--- src/rtl/wb_dest_pipe_pkg.sv ---
// Shared pipeline definitions: register-address width, the R0 constant,
// forwarding select codes and the packed layouts of the three stage registers.
package pipe_pkg;

    localparam int REG_ADDR_W = 5;

    typedef logic [REG_ADDR_W-1:0] reg_addr_t;

    localparam reg_addr_t ZERO_REG = 5'd0;

    typedef enum logic [1:0] {
        FWD_NONE = 2'b00,
        FWD_WB   = 2'b01,
        FWD_MEM  = 2'b10
    } fwd_sel_e;

    typedef struct packed {
        reg_addr_t rs;
        reg_addr_t rt;
        reg_addr_t rd;
        logic      reg_write;
        logic      mem_read;
    } id_ex_t;

    typedef struct packed {
        reg_addr_t rd;
        logic      reg_write;
        logic      mem_read;
    } ex_mem_t;

    typedef struct packed {
        reg_addr_t rd;
        logic      reg_write;
    } mem_wb_t;

    // R0 is hard-wired, so a write aimed at it is never tracked downstream.
    function automatic logic tracked_write(input logic reg_write, input reg_addr_t rd);
        return reg_write && (rd != ZERO_REG);
    endfunction

endpackage

--- src/rtl/wb_dest_pipe_if.sv ---
// Bundle of ID-stage inputs, hazard controls and stage-register outputs.
// The stall_cnt_o counter output exists only when WB_STALL_CNT_EN is defined.
interface wb_dest_pipe_if;

    logic [4:0]  IF_ID_RsAddr_i;
    logic [4:0]  IF_ID_RtAddr_i;
    logic        ID_RegWrite_i;
    logic        ID_MemRead_i;
    logic [4:0]  ID_RdAddr_i;
    logic        flush_i;
    logic        mem_ready_i;
    logic [4:0]  ID_EX_RsAddr_o;
    logic [4:0]  ID_EX_RtAddr_o;
    logic        EX_MEM_RegWrite_o;
    logic [4:0]  EX_MEM_RdAddr_o;
    logic        MEM_WB_RegWrite_o;
    logic [4:0]  MEM_WB_RdAddr_o;
    logic        stall_o;
    logic        freeze_o;
`ifdef WB_STALL_CNT_EN
    logic [15:0] stall_cnt_o;
`endif

    modport master (
`ifdef WB_STALL_CNT_EN
        input  stall_cnt_o,
`endif
        output IF_ID_RsAddr_i, IF_ID_RtAddr_i, ID_RegWrite_i, ID_MemRead_i,
               ID_RdAddr_i, flush_i, mem_ready_i,
        input  ID_EX_RsAddr_o, ID_EX_RtAddr_o, EX_MEM_RegWrite_o, EX_MEM_RdAddr_o,
               MEM_WB_RegWrite_o, MEM_WB_RdAddr_o, stall_o, freeze_o
    );

    modport slave (
`ifdef WB_STALL_CNT_EN
        output stall_cnt_o,
`endif
        input  IF_ID_RsAddr_i, IF_ID_RtAddr_i, ID_RegWrite_i, ID_MemRead_i,
               ID_RdAddr_i, flush_i, mem_ready_i,
        output ID_EX_RsAddr_o, ID_EX_RtAddr_o, EX_MEM_RegWrite_o, EX_MEM_RdAddr_o,
               MEM_WB_RegWrite_o, MEM_WB_RdAddr_o, stall_o, freeze_o
    );

endinterface

--- src/rtl/wb_dest_pipe_load_use_detect.sv ---
// Combinational load-use hazard check between the load in ID/EX and the
// source registers of the instruction currently in ID.
module load_use_detect
    import pipe_pkg::*;
(
    input  logic      i_id_ex_mem_read,
    input  reg_addr_t i_id_ex_rd,
    input  reg_addr_t i_if_id_rs,
    input  reg_addr_t i_if_id_rt,
    output logic      o_load_use
);

    logic w_rd_match;

    assign w_rd_match = (i_id_ex_rd == i_if_id_rs) || (i_id_ex_rd == i_if_id_rt);
    assign o_load_use = i_id_ex_mem_read && (i_id_ex_rd != ZERO_REG) && w_rd_match;

endmodule

--- src/rtl/wb_dest_pipe.sv ---
// Destination/source tracking registers for a 5-stage pipeline with load-use
// bubble insertion and memory-wait freeze. Optional stall counter: WB_STALL_CNT_EN.
module wb_dest_pipe
    import pipe_pkg::*;
(
    input  logic            clk_i,
    input  logic            rst_n_i,
    wb_dest_pipe_if.slave   bus
);

    id_ex_t  r_id_ex;
    ex_mem_t r_ex_mem;
    mem_wb_t r_mem_wb;

    logic    w_load_use;
    logic    w_freeze;
    logic    w_stall;
    id_ex_t  w_id_capture;

    load_use_detect u_load_use_detect (
        .i_id_ex_mem_read (r_id_ex.mem_read),
        .i_id_ex_rd       (r_id_ex.rd),
        .i_if_id_rs       (bus.IF_ID_RsAddr_i),
        .i_if_id_rt       (bus.IF_ID_RtAddr_i),
        .o_load_use       (w_load_use)
    );

    assign w_freeze = r_ex_mem.mem_read && !bus.mem_ready_i;
    assign w_stall  = w_freeze || w_load_use;

    always_comb begin
        w_id_capture.rs        = bus.IF_ID_RsAddr_i;
        w_id_capture.rt        = bus.IF_ID_RtAddr_i;
        w_id_capture.rd        = bus.ID_RdAddr_i;
        w_id_capture.reg_write = tracked_write(bus.ID_RegWrite_i, bus.ID_RdAddr_i);
        w_id_capture.mem_read  = bus.ID_MemRead_i;
    end

    // Freeze outranks everything; a flush or load-use only replaces the ID/EX entry.
    always_ff @(posedge clk_i or negedge rst_n_i) begin
        if (!rst_n_i) begin
            r_id_ex  <= '0;
            r_ex_mem <= '0;
            r_mem_wb <= '0;
        end else if (!w_freeze) begin
            if (bus.flush_i || w_load_use) begin
                r_id_ex <= '0;
            end else begin
                r_id_ex <= w_id_capture;
            end
            r_ex_mem.rd        <= r_id_ex.rd;
            r_ex_mem.reg_write <= tracked_write(r_id_ex.reg_write, r_id_ex.rd);
            r_ex_mem.mem_read  <= r_id_ex.mem_read;
            r_mem_wb.rd        <= r_ex_mem.rd;
            r_mem_wb.reg_write <= tracked_write(r_ex_mem.reg_write, r_ex_mem.rd);
        end
    end

`ifdef WB_STALL_CNT_EN
    logic [15:0] r_stall_cnt;

    always_ff @(posedge clk_i or negedge rst_n_i) begin
        if (!rst_n_i) begin
            r_stall_cnt <= 16'd0;
        end else if (w_stall && (r_stall_cnt != 16'hFFFF)) begin
            r_stall_cnt <= r_stall_cnt + 16'd1;
        end
    end

    assign bus.stall_cnt_o = r_stall_cnt;
`endif

    assign bus.ID_EX_RsAddr_o    = r_id_ex.rs;
    assign bus.ID_EX_RtAddr_o    = r_id_ex.rt;
    assign bus.EX_MEM_RegWrite_o = r_ex_mem.reg_write;
    assign bus.EX_MEM_RdAddr_o   = r_ex_mem.rd;
    assign bus.MEM_WB_RegWrite_o = r_mem_wb.reg_write;
    assign bus.MEM_WB_RdAddr_o   = r_mem_wb.rd;
    assign bus.stall_o           = w_stall;
    assign bus.freeze_o          = w_freeze;

endmodule

--- src/flat_wrapper.sv ---
// flat-port wrapper written by rule: the top's interface ports become plain ports
module wb_dest_pipe_flat import pipe_pkg::*;
  (clk_i, rst_n_i, bus_IF_ID_RsAddr_i, bus_IF_ID_RtAddr_i, bus_ID_RegWrite_i, bus_ID_MemRead_i, bus_ID_RdAddr_i, bus_flush_i, bus_mem_ready_i, bus_ID_EX_RsAddr_o, bus_ID_EX_RtAddr_o, bus_EX_MEM_RegWrite_o, bus_EX_MEM_RdAddr_o, bus_MEM_WB_RegWrite_o, bus_MEM_WB_RdAddr_o, bus_stall_o, bus_freeze_o);
  wb_dest_pipe_if bus_i ();
  input  logic clk_i;
  input  logic rst_n_i;
  input wire logic [$bits(bus_i.IF_ID_RsAddr_i)-1:0] bus_IF_ID_RsAddr_i;
  input wire logic [$bits(bus_i.IF_ID_RtAddr_i)-1:0] bus_IF_ID_RtAddr_i;
  input wire logic [$bits(bus_i.ID_RegWrite_i)-1:0] bus_ID_RegWrite_i;
  input wire logic [$bits(bus_i.ID_MemRead_i)-1:0] bus_ID_MemRead_i;
  input wire logic [$bits(bus_i.ID_RdAddr_i)-1:0] bus_ID_RdAddr_i;
  input wire logic [$bits(bus_i.flush_i)-1:0] bus_flush_i;
  input wire logic [$bits(bus_i.mem_ready_i)-1:0] bus_mem_ready_i;
  output wire logic [$bits(bus_i.ID_EX_RsAddr_o)-1:0] bus_ID_EX_RsAddr_o;
  output wire logic [$bits(bus_i.ID_EX_RtAddr_o)-1:0] bus_ID_EX_RtAddr_o;
  output wire logic [$bits(bus_i.EX_MEM_RegWrite_o)-1:0] bus_EX_MEM_RegWrite_o;
  output wire logic [$bits(bus_i.EX_MEM_RdAddr_o)-1:0] bus_EX_MEM_RdAddr_o;
  output wire logic [$bits(bus_i.MEM_WB_RegWrite_o)-1:0] bus_MEM_WB_RegWrite_o;
  output wire logic [$bits(bus_i.MEM_WB_RdAddr_o)-1:0] bus_MEM_WB_RdAddr_o;
  output wire logic [$bits(bus_i.stall_o)-1:0] bus_stall_o;
  output wire logic [$bits(bus_i.freeze_o)-1:0] bus_freeze_o;
  assign bus_i.IF_ID_RsAddr_i = bus_IF_ID_RsAddr_i;
  assign bus_i.IF_ID_RtAddr_i = bus_IF_ID_RtAddr_i;
  assign bus_i.ID_RegWrite_i = bus_ID_RegWrite_i;
  assign bus_i.ID_MemRead_i = bus_ID_MemRead_i;
  assign bus_i.ID_RdAddr_i = bus_ID_RdAddr_i;
  assign bus_i.flush_i = bus_flush_i;
  assign bus_i.mem_ready_i = bus_mem_ready_i;
  assign bus_ID_EX_RsAddr_o = bus_i.ID_EX_RsAddr_o;
  assign bus_ID_EX_RtAddr_o = bus_i.ID_EX_RtAddr_o;
  assign bus_EX_MEM_RegWrite_o = bus_i.EX_MEM_RegWrite_o;
  assign bus_EX_MEM_RdAddr_o = bus_i.EX_MEM_RdAddr_o;
  assign bus_MEM_WB_RegWrite_o = bus_i.MEM_WB_RegWrite_o;
  assign bus_MEM_WB_RdAddr_o = bus_i.MEM_WB_RdAddr_o;
  assign bus_stall_o = bus_i.stall_o;
  assign bus_freeze_o = bus_i.freeze_o;
  wb_dest_pipe u_core (.clk_i(clk_i), .rst_n_i(rst_n_i), .bus(bus_i));
endmodule
--- config.mk ---
export PLATFORM = sky130hd
export DESIGN_NAME = wb_dest_pipe_flat
export DESIGN_NICKNAME = d
export VERILOG_FILES = /design/src/rtl/wb_dest_pipe_pkg.sv /design/src/rtl/wb_dest_pipe_if.sv /design/src/rtl/wb_dest_pipe_load_use_detect.sv /design/src/rtl/wb_dest_pipe.sv /design/src/flat_wrapper.sv
export SDC_FILE = /design/constraint.sdc
export NUM_CORES = 1
export LEC_CHECK = 0
export CAP_MARGIN = 20
export CORE_MARGIN = 4
export CORE_UTILIZATION = 50
export CTS_BUF_LIST = sky130_fd_sc_hd__clkbuf_4 sky130_fd_sc_hd__clkbuf_8
export CTS_CLUSTER_SIZE = 14
export DETAILED_ROUTE_END_ITERATION = 10
export PLACE_DENSITY_LB_ADDON = 0.1
export SETUP_SLACK_MARGIN = 0.4
export SLEW_MARGIN = 20
export SYNTH_ARGS = -nofsm -noshare
export SYNTH_HDL_FRONTEND = slang
export SYNTH_SLANG_ARGS = --single-unit
--- constraint.sdc ---
create_clock -name clk_i -period 2.2 [get_ports clk_i]
set_input_delay 0.55 -clock clk_i [delete_from_list [all_inputs] [get_ports clk_i]]
set_output_delay 0.55 -clock clk_i [all_outputs]
set_load 0.01 [all_outputs]
==> summary.md, run 1 <==
| Metric | Value |
|---|---|
| Outcome | complete, but fails checks |
| Violated checks | negative setup slack |
| Number of port buffers | 44 |
| Worst min-delay path startpoint | u_core.bus.MEM_WB_RdAddr_o[3] |
| Number of global-route vias before repair | 1,439 |
| Root buffer cell | clkbuf_4 |
| DRC viols | 0 |
| CTS H-tree depth | 2 |
| Tcrit/Tclk final | 102% |
| PD cells | between 900 and 1000 nW/µm² |
| FF-to-FF End | u_core.r_id_ex[2] |
| Mapped Area | 1670 µm² |
| Layout cells sized above 1 | 29.7% |
| Final hold violations | 0 |
| Yosys cell types | 25 |
| Cells on worst reg2reg path | 5 |
| Worst slew pin tran | 0.398 ns |
| Area delta synth->final | 40.8% |
| Post-layout util | 75.1% |
| Latest clock arrival within the worst-skew pair | approximately 0.33 ns |
| DIE HEIGHT | between 60 and 70 µm |
| Post-Synth XOR/XNOR Area | 5.25% |
| Mux contribution to synthesized area | 0% |
| Crit-path max FO | 3 |
| Post-DR wirelength/cell | 15.4 µm |
| Hold slack | about 0.48 ns |
| Ant. Diodes | 0 |
| Worst EP arrival | approximately 1.7 ns |
| Tmin final | 2.25 ns |
| Hold Path Depth | 2 |
| CTS buffer count | 5 |
| Reg clk slew, reported paths | 0.09 ns |
| Setup crit end kind | primary output |
| Routability Congestion | 0.782 |
| WP data required | 1.65 ns |
| RSZ-0062 raised after global routing | true |
| DP Worst Slack | -0.614 ns |
| FP Rows | 20 |
| Yosys top cell by area | dfrtp_1 |
| Post-synthesis sequential area ratio | a little under half |
| Via count | 1,399 |
| Commonest non-fill, non-tap cell in the layout | nand2_1 |
| Startpoint Class | flip-flop |
| Core area | 3130 µm² |
| Post-DP HPWL | 2.72 mm |
| GRT overflow | 0 |
| Yosys reg bits | 30 |
| Vias per std cell | approximately 5.3 |
| Number of synthesis warnings | 0 |
| Drt total wl | between 4 and 5 mm |
| Sink Count | 30 |
| Top-area cell type share of the netlist area | 45.0% |
| Rel. slew slack | 73.5% |
| Io pins | between 40 and 50 |
| Post-synthesis compound-gate area fraction | between 20% and 30% |
| Final setup violation count | 1 |
| Largest net degree at the start of global routing | 36 |
| Layout fillers | 231 |
| Post-layout nets | about 240 |
| Clock tree buffer depth | 2 |
| Starting DRT DRC Count | 53 |
| Commonest cells after routing, fill and taps aside | nand2_1, dfrtp_1, buf_4 |
| First-pass DRT Iterations | 4 |
| Maximum vdd drop | 0.542 mV |
| Crit path kind | flip-flop to primary output |
| GRT Util Overall | 20.2% |
| Skew final | 0.00624 ns |
| # hold bufs at CTS | 0 |
| Non-filler cells, final | 266 |
| Fmax | about 440 MHz |
| Die width | around 66 µm |
| Worst hold endpoint | u_core.bus.MEM_WB_RdAddr_o[3] |
| HP Class | flip-flop to flip-flop |
| Global-route wire length before repair | 6.64 mm |
| Initial antenna violation count | 0 |
| Largest family of logic cells by synthesized area | compound AO/OA/AOI/OAI gates |
| Die area | 4320 µm² |
| Setup TNS | -0.0541 ns |
| CTS tree | yes |
| Synth area leaders | dfrtp_1, nand2_1, nor3b_1 |
| Setup ws final | -0.0541 ns |
| Synth Area in Adders | 0% |
| RR Startpoint | u_core.r_id_ex[5] |
| Mean Syn Cell Area | about 9.9 µm² |
| Mapped Nets | between 150 and 200 |
| Simple-gate share of the synthesized area | 18.2% |
| Flop-to-flop setup slack | 0.46 ns |
| Max-cap violation count | 0 |
| Slew Viols, Final | 0 |
| Post-DRT Antenna Nets | 0 |
| Placed cell count | 251 |
| Lkg Pwr | 1.33 nW |
| Initial Util | approximately 53% |
| Syn Inst Count | 169 |
Yosys cell counts, drive strengths merged:
cell and count:
nor2 1, nor3b 16, o22a 1, or4 3
a32oi 1, o22ai 1, clkbuf 8, xnor2 10
dfrtp 30, a21o 16, nand2 35, nand3 2
buf 18, o21a 1, a22o 16, inv 1
nand2b 2, o21ai 7
per-stage QoR:
stage / total power, mW / area [µm²]
after global routing: 2.49 / 2350
after detailed placement: 1.96 / 2160
after CTS: 2.31 / 2250
after floorplan: 1.53 / 1680
after global placement: 1.91 / 2160
final: 2.33 / 2350
cell families (layout without fill, tap and decap cells):
logic type	after synthesis	in the layout
AND/OR/NAND/NOR	59	59
AO/OA/AOI/OAI	43	43
XOR/XNOR	10	10
flip-flops	30	30
buffers and inverters	27	80
critical path, cell delays in order, from the launching register on:
cell and delay (ns):
dfrtp_1 0.44, buf_6 0.15, xnor2_2 0.12, nand3_1 0.13
o22a_1 0.27, o21ai_4 0.17, buf_6 0.11
layout make-up:
| cell class | count | area, µm² | share of cell area, % |
|---|---|---|---|
| Clock buffer | 7 | 58.8 | 2.50 |
| Timing Repair Buffer | 71 | 669 | 28.5 |
| Multi-Input combinational cell | 112 | 803 | 34.2 |
| Clock inverter | 1 | 5.00 | 0.213 |
| Inverter | 1 | 3.75 | 0.160 |
| Tap cell | 44 | 55.1 | 2.34 |
| Sequential cell | 30 | 753 | 32.1 |
per-layer routing:
layer  GRT usage (%)  up-vias  wire length [µm]
met3            4.79        6               197
met2            35.3       47              2190
li1                -      677                 -
met1            23.7      669              1660
met5               0        -                 0
met4            7.77        0                45
how the worst max path moves through the flow:
| stage | from | endpoint | slack (ns) | depth (start not counted) |
|---|---|---|---|---|
| after CTS | u_core.r_id_ex[3] | bus_stall_o | -0.03 | 4 |
| after floorplan | u_core.r_id_ex[5] | bus_stall_o | 0.21 | 4 |
| after global routing | u_core.r_id_ex[5] | bus_stall_o | -0.13 | 6 |
| after detailed placement | bus_IF_ID_RsAddr_i[1] | bus_stall_o | -0.61 | 6 |
| final | u_core.r_id_ex[5] | bus_stall_o | -0.05 | 6 |
| after global placement | bus_IF_ID_RtAddr_i[0] | bus_stall_o | -0.60 | 6 |
sequential cells by signal, indices dropped and copies added (netlist names):
register / count
u_core.r_id_ex: 7
u_core.bus.EX_MEM_RdAddr_o: 5
u_core.bus.ID_EX_RsAddr_o: 5
u_core.bus.ID_EX_RtAddr_o: 5
u_core.bus.MEM_WB_RdAddr_o: 5
u_core.bus.EX_MEM_RegWrite_o: 1
u_core.bus.MEM_WB_RegWrite_o: 1
u_core.r_ex_mem: 1
power breakdown:
group / leakage [nW] / switching (mW) / internal, mW
combinational: 0.916 / 0.497 / 0.603
sequential: 0.373 / 0.141 / 0.736
clock: 0.0387 / 0.189 / 0.167
timing repair:
action | 4_1_cts | 5_1_grt
resized for setup | 35 | 24
setup endpoints to repair | 27 | 15
endpoints found under the hold margin | 0 | 0
buffers inserted | 4 | 3
pin swaps | 9 | 9
No activity file was read; power rests on OpenSTA's default activity.
==> run 2, diff against run 1 <==
Settings changed: ABC_AREA from default to 1.
==> summary.md, run 2 <==
| Metric | Value |
|---|---|
| Outcome | completed (was complete, but fails checks) |
| CP bufs+invs | 3 (was 2) |
| Fmax | 503 MHz (was 444 MHz) |
| Startpoint Class | primary input (was flip-flop) |
| GRT Util Overall | 18.2% (was 20.2%) |
| Reg clk slew, reported paths | 0.09 ns (about the same) |
| EDFF count, synth | 0 (unchanged) |
| Worst-path cell chain | dlygate4sd2_1 -> inv_1 -> nand2_1 -> nand2_1 -> nor2_2 -> nand3_1 -> nand2_2 -> nand2_4 -> nand2_1 -> buf_2 (was buf_6 -> xnor2_2 -> nand3_1 -> o22a_1 -> o21ai_4 -> buf_6) |
| Initial antenna violation count | 0 (unchanged) |
| CTS H-tree depth | 2 (unchanged) |
| Number of global-route vias before repair | 1,407 (was 1,439) |
| Placed Area | 2120 µm² (was 2160 µm²) |
| Most numerous cell in the Yosys netlist | nand2_1 (unchanged) |
| Final hold violations | 0 (unchanged) |
| Syn Inst Count | 222 (was 169) |
| Mapped Nets | 243 (was 190) |
| Rel. slew slack | 74.9% (was 73.5%) |
| Clock tree buffer depth | 2 (unchanged) |
| HP Class | flip-flop to flip-flop (unchanged) |
| Die width | 66.1 µm (was 65.8 µm) |
| Mapped Area | 1690 µm² (was 1670 µm²) |
| Largest net degree at the start of global routing | 31 (was 36) |
| Max-cap violation count | 0 (unchanged) |
| First-pass DRT Iterations | 4 (unchanged) |
| Main synth FF type | dfrtp_1 (unchanged) |
| Setup crit end kind | primary output (unchanged) |
| Most used cell, CP | nand2_1 (was buf_6) |
| Final setup violation count | 0 (was 1) |
| Skew final | 0.00420 ns (was 0.00624 ns) |
| Commonest non-fill, non-tap cell in the layout | nand2_1 (unchanged) |
| Slew Viols, Final | 0 (unchanged) |
| Number of port buffers | 44 (unchanged) |
| Lkg Pwr | 1.40 nW (was 1.33 nW) |
| Max reg flops | 7 (unchanged) |
| Layout fillers | 265 (was 231) |
| Crit path kind | primary input to primary output (was flip-flop to primary output) |
| RSZ-0062 raised after global routing | true (unchanged) |
| Yosys reg bits | 30 (unchanged) |
| Mean Syn Cell Area | 7.59 µm² (was 9.87 µm²) |
| CP max stage cell | dlygate4sd2_1 (was dfrtp_1) |
| Top-area cell type share of the netlist area | 44.5% (was 45.0%) |
| Final instance area | 2280 µm² (was 2350 µm²) |
| Yosys cell types | 20 (was 25) |
| CTS tree | yes (unchanged) |
| Setup TNS | 0 ns (was -0.0541 ns) |
| Routability Congestion | 0.780 (was 0.782) |
| Layout cells sized above 1 | 25.8% (was 29.7%) |
| Top cell family by delay on the critical path | simple AND/OR/NAND/NOR gates (was compound AO/OA/AOI/OAI gates) |
| Worst EP arrival | 1.44 ns (was 1.70 ns) |
| Sink Count | 30 (unchanged) |
| Via count | 1,468 (was 1,399) |
| Tcrit/Tclk final | 90.3% (was 102%) |
| Synth area leaders | dfrtp_1, nand2_1, buf_4 (was dfrtp_1, nand2_1, nor3b_1) |
| Tmin final | 1.99 ns (was 2.25 ns) |
| Post-DR wirelength/cell | 11.1 µm (was 15.4 µm) |
| WP data required | 1.65 ns (about the same) |
| Post-layout util | 72.8% (was 75.1%) |
| Latest clock arrival within the worst-skew pair | 0.32 ns (was 0.33 ns) |
| Placed cell count | 299 (was 251) |
| Core area | 3130 µm² (unchanged) |
| Io pins | 45 (unchanged) |
| Non-filler cells, final | 315 (was 266) |
| Post-synthesis sequential area ratio | 44.5% (was 45.0%) |
| Global-route wire length before repair | 6.04 mm (was 6.64 mm) |
| Post-DRT Antenna Nets | 0 (unchanged) |
| DRC viols | 0 (unchanged) |
| Number of synthesis warnings | 0 (unchanged) |
| Drt total wl | 3.50 mm (was 4.09 mm) |
| Die area | 4360 µm² (was 4320 µm²) |
| Starting DRT DRC Count | 85 (was 53) |
| Post-DP HPWL | 2.56 mm (was 2.72 mm) |
| GRT overflow | 0 (unchanged) |
| Crit-path max FO | 2 (was 3) |
| Ant. Diodes | 0 (unchanged) |
| DIE HEIGHT | 66.1 µm (was 65.8 µm) |
| Max incr delay on CP | 0.23 ns (was 0.44 ns) |
| Commonest cells after routing, fill and taps aside | nand2_1, dfrtp_1, inv_1 (was nand2_1, dfrtp_1, buf_4) |
| Top cells by count, synth | nand2_1, dfrtp_1, inv_1 (was nand2_1, dfrtp_1, nor3b_1) |
| PD cells | 616 nW/µm² (was 993 nW/µm²) |
| Vias per std cell | 4.66 (was 5.26) |
| Worst slew pin tran | 0.376 ns (was 0.398 ns) |
| FP Rows | 20 (unchanged) |
| Initial Util | 53.9% (was 53.3%) |
| Area delta synth->final | 35.2% (was 40.8%) |
| Ys async rst share | 100% (unchanged) |
| CTS buffer count | 5 (unchanged) |
| Root buffer cell | clkbuf_4 (unchanged) |
| Yosys top cell by area | dfrtp_1 (unchanged) |
| Post-layout nets | 291 (was 242) |
| Maximum vdd drop | 0.316 mV (was 0.542 mV) |
| Biggest register | u_core.r_id_ex (unchanged) |
==> run 2: worst reg2reg max path, delay by kind of cell, from the launching register on <==
kind / cells / cell delay (ns)
simple gates: 6 / 0.61
flops: 1 / 0.46
buf+inv: 2 / 0.27
==> run 2: where the power goes <==
part,leakage [nW],internal (mW),switching [mW]
combinational,0.980,0.197,0.193
sequential,0.384,0.617,0.0453
clock,0.0387,0.167,0.184
total,1.40,0.981,0.422
==> run 2: final timing paths <==
| kind | slack (ns) | depth (start not counted) | endpoint | startpoint |
|---|---|---|---|---|
| worst max register to register | 0.79 | 8 | u_core.r_id_ex[3] | u_core.r_id_ex[5] |
| worst max-delay path | 0.21 | 10 | bus_stall_o | bus_IF_ID_RtAddr_i[4] |
| min in group asynchronous | 0.62 | 2 | u_core.bus.MEM_WB_RdAddr_o[1] | rst_n_i |
| worst min register to register | 0.48 | 2 | u_core.bus.ID_EX_RtAddr_o[0] | u_core.bus.ID_EX_RtAddr_o[0] |
| max in group asynchronous | 1.29 | 2 | u_core.r_id_ex[4] | rst_n_i |
| worst min-delay path | 0.48 | 2 | u_core.bus.ID_EX_RtAddr_o[0] | u_core.bus.ID_EX_RtAddr_o[0] |
==> run 2: cells by family after synthesis <==
family / count (synthesis) / synth area share [%]
AO/OA/AOI/OAI: 11 / 3.27
XOR/XNOR: 2 / 1.04
buffers and inverters: 54 / 16.3
flip-flops: 30 / 44.5
AND/OR/NAND/NOR: 125 / 34.9
==> run 2: cell type report <==
type                       count  area [µm²]  share of cell area, %
sequential                    30         756                   33.2
multi-input combinational    138         688                   30.2
timing repair buffer          65         603                   26.5
inverter                      30         113                   4.94
clock buffer                   7        58.8                   2.58
tap                           44        55.1                   2.42
clock inverter                 1        5.00                  0.220
==> run 2: repair_timing <==
item                                    in CTS  in global routing
hold buffers                                 0                  0
resized for setup                           29                 23
pin swaps                                   12                  6
buffers inserted                             6                  2
endpoints found under the setup margin       6                 16
==> run 2: metrics by stage <==
step                      hold WS, ns  power, mW  worst slack, ns
after floorplan                 0.254      0.891            0.400
after global placement          0.463       1.05           -0.487
after detailed placement        0.470       1.06           -0.481
after CTS                       0.493       1.42            0.205
after global routing            0.512       1.50            0.111
final                           0.483       1.40            0.213
==> run 2: per-layer routing <==
layer	share of wire, %	track usage [%]	wire length [µm]
met1	44	23.5	1540
met2	47	29.0	1660
met5	0	0	0
met3	7.0	4.25	245
met4	1.7	7.87	61
==> run 3, diff against run 2 <==
Settings changed: SKIP_LAST_GASP from default to 1.
==> results of run 3 <==
Same layout as run 2: the final DEF is identical, and so are final timing and power.
